### src/rtl/mmx_scoreboard.sv
// ============================================================================
// mmx_scoreboard : MMX register RAW/WAW scoreboard with per-register counters
// Revision: 1.0
// ============================================================================
`default_nettype none

module mmx_scoreboard #(
   parameter int NUM_REGS = 8,
   parameter int ADDR_W   = 3,
   parameter int NUM_SRC  = 2,
   parameter int CNT_W    = 2
) (
   input  logic                      clk,
   input  logic                      rst,
   input  logic                      v_dec,
   input  logic [ADDR_W-1:0]         reg_op,
   input  logic [ADDR_W-1:0]         r_m,
   input  logic [1:0]                mod,
   input  logic [NUM_SRC-1:0]        src_rm,
   input  logic [NUM_SRC-1:0]        src_needed,
   input  logic                      ld_mm_in,
   input  logic                      dst_rm,
   input  logic                      dc_ready,
   input  logic                      flush,
   input  logic                      wb_valid,
   input  logic [ADDR_W-1:0]         wb_addr,
   output logic [NUM_SRC*ADDR_W-1:0] mm_src,
   output logic [ADDR_W-1:0]         dmm,
   output logic                      ld_mm,
   output logic                      stall,
   output logic                      issue,
   output logic [NUM_REGS-1:0]       busy_vec,
   output logic                      wb_err
);

   localparam logic [CNT_W-1:0] c_cnt_max = '1;

   logic [CNT_W-1:0]  cnt_q [NUM_REGS];
   logic [CNT_W-1:0]  cnt_d [NUM_REGS];
   logic              wb_err_q;
   logic              wb_err_d;

   logic [ADDR_W-1:0] w_src_addr [NUM_SRC];
   logic [NUM_SRC-1:0] w_src_chk;
   logic [NUM_REGS-1:0] w_busy;
   logic              w_dep;
   logic              w_dmm_full;
   logic              w_wb_ok;

   // A source that selects r/m is only a register operand when mod is 2'b11
   for (genvar i = 0; i < NUM_SRC; i++) begin : g_src
      assign w_src_addr[i]                = src_rm[i] ? r_m : reg_op;
      assign mm_src[i*ADDR_W +: ADDR_W]   = w_src_addr[i];
      assign w_src_chk[i]                 = src_needed[i] & (~src_rm[i] | (mod == 2'b11));
   end

   for (genvar r = 0; r < NUM_REGS; r++) begin : g_busy
      assign w_busy[r] = |cnt_q[r];
   end

   assign dmm      = dst_rm ? r_m : reg_op;
   assign busy_vec = w_busy;
   assign wb_err   = wb_err_q;

   always_comb begin
      w_dep      = 1'b0;
      w_dmm_full = 1'b0;
      w_wb_ok    = 1'b0;
      for (int i = 0; i < NUM_SRC; i++) begin
         for (int r = 0; r < NUM_REGS; r++) begin
            if (w_src_chk[i] && (w_src_addr[i] == ADDR_W'(r)) && w_busy[r]) begin
               w_dep = 1'b1;
            end
         end
      end
      for (int r = 0; r < NUM_REGS; r++) begin
         if ((dmm == ADDR_W'(r)) && (cnt_q[r] == c_cnt_max)) begin
            w_dmm_full = 1'b1;
         end
         if ((wb_addr == ADDR_W'(r)) && w_busy[r]) begin
            w_wb_ok = 1'b1;
         end
      end
   end

   // Stall uses registered counts only; a writeback releases it one cycle later
   assign stall = v_dec & (w_dep | (ld_mm_in & w_dmm_full));
   assign issue = v_dec & dc_ready & ~stall & ~flush;
   assign ld_mm = ld_mm_in & issue;

   always_comb begin
      wb_err_d = wb_valid & ~flush & ~w_wb_ok;
      for (int r = 0; r < NUM_REGS; r++) begin
         cnt_d[r] = cnt_q[r];
         if (flush) begin
            cnt_d[r] = '0;
         end else if (ld_mm && (dmm == ADDR_W'(r))) begin
            if (!(wb_valid && (wb_addr == ADDR_W'(r)) && w_busy[r]) && (cnt_q[r] != c_cnt_max)) begin
               cnt_d[r] = cnt_q[r] + CNT_W'(1);
            end
         end else if (wb_valid && (wb_addr == ADDR_W'(r)) && w_busy[r]) begin
            cnt_d[r] = cnt_q[r] - CNT_W'(1);
         end
      end
   end

   always_ff @(posedge clk or posedge rst) begin
      if (rst) begin
         wb_err_q <= 1'b0;
         for (int r = 0; r < NUM_REGS; r++) begin
            cnt_q[r] <= '0;
         end
      end else begin
         wb_err_q <= wb_err_d;
         for (int r = 0; r < NUM_REGS; r++) begin
            cnt_q[r] <= cnt_d[r];
         end
      end
   end

endmodule

`default_nettype wire

### config.mk
export PLATFORM = sky130hd
export DESIGN_NAME = mmx_scoreboard
export DESIGN_NICKNAME = d
export VERILOG_FILES = /design/src/rtl/mmx_scoreboard.sv
export SDC_FILE = /design/constraint.sdc
export NUM_CORES = 1
export LEC_CHECK = 0
export BUFFER_PORTS_ARGS = -buffer_cell sky130_fd_sc_hd__buf_2
export CAP_MARGIN = 10
export CORE_MARGIN = 1.5
export CORE_UTILIZATION = 32
export CTS_CLUSTER_SIZE = 25
export DETAILED_ROUTE_END_ITERATION = 8
export MAX_ROUTING_LAYER = met4
export RECOVER_POWER = 50
export SLEW_MARGIN = 20
export SYNTH_ARGS = -nofsm -noshare
export SYNTH_HDL_FRONTEND = slang
export SYNTH_SLANG_ARGS = --single-unit
### constraint.sdc
create_clock -name clk -period 3.2 [get_ports clk]
set_input_delay 0.48 -clock clk [delete_from_list [all_inputs] [get_ports clk]]
set_output_delay 0.48 -clock clk [all_outputs]
set_load 0.05 [all_outputs]
==> out/qor.txt <==
Status: completed
Global-route wire length before repair: 8211 um
Least-Margin Pin Slew: 0.7012 ns
Distinct cells, synth: 50
Final hold vios: 0
Final slew viol count: 0
Max frequency: 336.3 MHz
Number of global-route vias before repair: 1662
CP max FO: 6
CTS clock-pin slew for the worst setup and hold paths: 0.07 ns
CP Launch Point: dst_rm
CP required: 2.72 ns
H-tree Lvls: 1
Layout Nets: 294
R2R Path Start: cnt_q[14]$_DFFE_PP0P_
Unrepaired setup endpoints after global routing: no
Final Power: 0.0005605 W
Sequential fraction of the synthesis area: 24.80%
Startpoint class of the critical path: input port
Maximum VDD drop: 154.8 uV
Routed length on met3: 281 um
Psw: 0.0002063 W
Switch share: 36.81%
Ant. Diodes: 0
Critical path type: in -> out
Sum Neg Setup Slack: 0 ns
Number of synthesized flops with an enable pin: 0
Top Metal Used: met4
R2r setup slk: 0.48 ns
Clock latency on the worst-skew pair: 0.25 ns
Detail Route Antenna Nets: 0
Reg-to-Reg End: cnt_q[0]$_DFFE_PP0P_
Part of the power in registers: 39.1%
Io pins: 44
Final worst path period share: 92.93%
Max clock buf depth: 2
Pint: 0.0003542 W
Most used flip-flop cell after synthesis: dfrtp_1
Drc violations: 0
Initial DRC Count: 162
Via count: 1801
# resized after CTS: 0
Gpl congestion: 0.8980
CP Cell Sequence: buf_2, mux2i_1, inv_1, mux2i_1, a32oi_1, o211ai_1, a211oi_1, buf_4, nor3b_4, buf_2
CP max stage delay: 0.39 ns
Number of setup violations in the final report: 0
Avg Cell Area, Syn: 7.624 um^2
#FFs+latches synth: 17
Synthesized cell area: 0.001715 mm^2
Worst hold path type: in -> async
Share of synthesized registers carrying an async set or reset: 100.0%
Pwr per Cell Area: 270.8 mW/mm^2
CP endpoint kind: primary output
Drt total wl: 4876 um
Layout cell share with drive strength beyond 1: 21.11%
Fill cells: 579
Metal1 wirelength: 2258 um
Mapped Nets: 248
# port buffers: 43
Max_cap viols: 0
CTS buffer count: 3
Gr ovfl total: 0
Clock share of power: 30.0%
Routed length per instance: 14.34 um
Row cnt: 26
Final min period: 2.974 ns
Synthesis-to-finish area growth: 20.64%
Die width: 76.22 um
Logic pwr share: 30.9%
DRT Pass-1 Iters: 4
Initial antenna violation count: 0
Leak pwr: 0.9431 nW
Root Buffer: clkbuf_8
Worst Reg2Reg Path Length in Cells: 8
Core Area: 0.005140 mm^2
Die Y: 76.22 um
Hpwl dp: 3875 um
Post-CTS Setup Inserts: 0
Cts hold-fix bufs: 0
Starting Density: 33.37%
CP arrival: 2.49 ns
Ys Warns: 0
Gr usage total: 17.77%
CTS tree: done
Critical-path top delay cell: mux2i_1
Synth Instances: 225
Clock skew: 0.002733 ns
Relative slew margins: 53.20%
Met2 WL: 2319 um
Via-per-instance ratio: 5.297
Largest net degree at the start of global routing: 18
Die area: 0.005809 mm^2
Clock sink count: 17
==> cell usage after synthesis, types with 4 or more instances <==
master / instances / area (um^2)
nand3_1: 13 / 65.06
dfrtp_1: 17 / 425.4
nand2b_1: 4 / 25.02
nand2_1: 35 / 131.4
nor2_1: 29 / 108.9
mux2_2: 5 / 56.30
nor2b_1: 6 / 37.54
mux2i_1: 11 / 110.1
a31oi_1: 7 / 43.79
clkbuf_1: 5 / 18.77
o2111ai_1: 4 / 35.03
o21ai_0: 12 / 60.06
inv_1: 16 / 60.06
==> state kept, by name, summed over array words and instances (netlist names) <==
name / count
wb_err: 1
cnt_q: 16
==> worst max-delay path, delay by kind of cell <==
kind,cells,cell delay (ns)
AO/OA/AOI/OAI,3,0.53
buffers and inverters,4,0.78
multiplexers,2,0.55
AND/OR/NAND/NOR,1,0.15
==> cells in the final DEF (no fill, tap or decap), types with 3 or more instances in the layout <==
cell and instances:
a21o_1 3, o21a_1 3, xnor2_1 3, nand2_1 35, mux2_2 5, o21bai_1 3, mux2i_1 11, o2111ai_1 4
nand2b_1 4, o21ai_0 12, nor3_1 3, nor2_1 29, nor2b_1 6, nand3_1 13, clkbuf_8 3, dfrtp_1 17
buf_4 3, buf_2 35, clkbuf_1 8, a31oi_1 7, and3_1 3, inv_1 16
==> metal layers <==
layer	vias to the layer above	GRT usage, %
met4	0	2.407
li1	907	-
met1	839	24.28
met5	-	-
met3	2	3.593
met2	53	27.86
==> metrics by stage <==
step / worst slack, ns / instances / hold slack, ns / area [um^2] / util (%)
final: 0.2261 / 340 / 0.3231 / 2069 / 40.26
after global routing: 0.1429 / 340 / 0.3819 / 2069 / 40.26
after CTS: 0.2472 / 340 / 0.3491 / 2079 / 40.46
after detailed placement: 0.2471 / 336 / 0.5546 / 2033 / 39.56
after global placement: 0.2839 / 336 / 0.5477 / 2033 / 39.56
after floorplan: 0.1222 / 225 / 0.4061 / 1727 / -
==> power by group through the flow <==
stage                     clock network, W  registers [W]  logic [W]
after global placement                   0       0.000223   0.000173
after floorplan                          0       0.000225   0.000119
after global routing              0.000185       0.000219   0.000187
after detailed placement                 0       0.000223   0.000174
after CTS                         0.000176       0.000219   0.000175
final                             0.000168       0.000219   0.000173
==> how the worst max path moves through the flow <==
stage                                end  slack, ns  cells after the start
global placement    cnt_q[0]$_DFFE_PP0P_       0.28                      9
finish                             issue       0.23                     10
global route                       issue       0.14                     10
detailed placement  cnt_q[0]$_DFFE_PP0P_       0.25                      9
CTS                                issue       0.25                     10
floorplan                          issue       0.12                      7
==> cells by family after synthesis <==
kind of cell | share of synthesized area, %
AND/OR/NAND/NOR | 31.80
buffers and inverters | 4.595
XOR/XNOR | 2.043
AO/OA/AOI/OAI | 20.93
multiplexers | 15.83
flip-flops | 24.80
==> area by class of cell <==
type	count	area (um^2)	area share [%]
repair buffers	46	227.7	11.00
inverters	16	60.06	2.902
clock inverters	1	5.005	0.2418
multi-input cells	187	1222	59.07
flip-flops and latches	17	425.4	20.56
well taps	70	87.58	4.232
clock buffers	3	41.29	1.995
(Power assumes the default switching activity.)
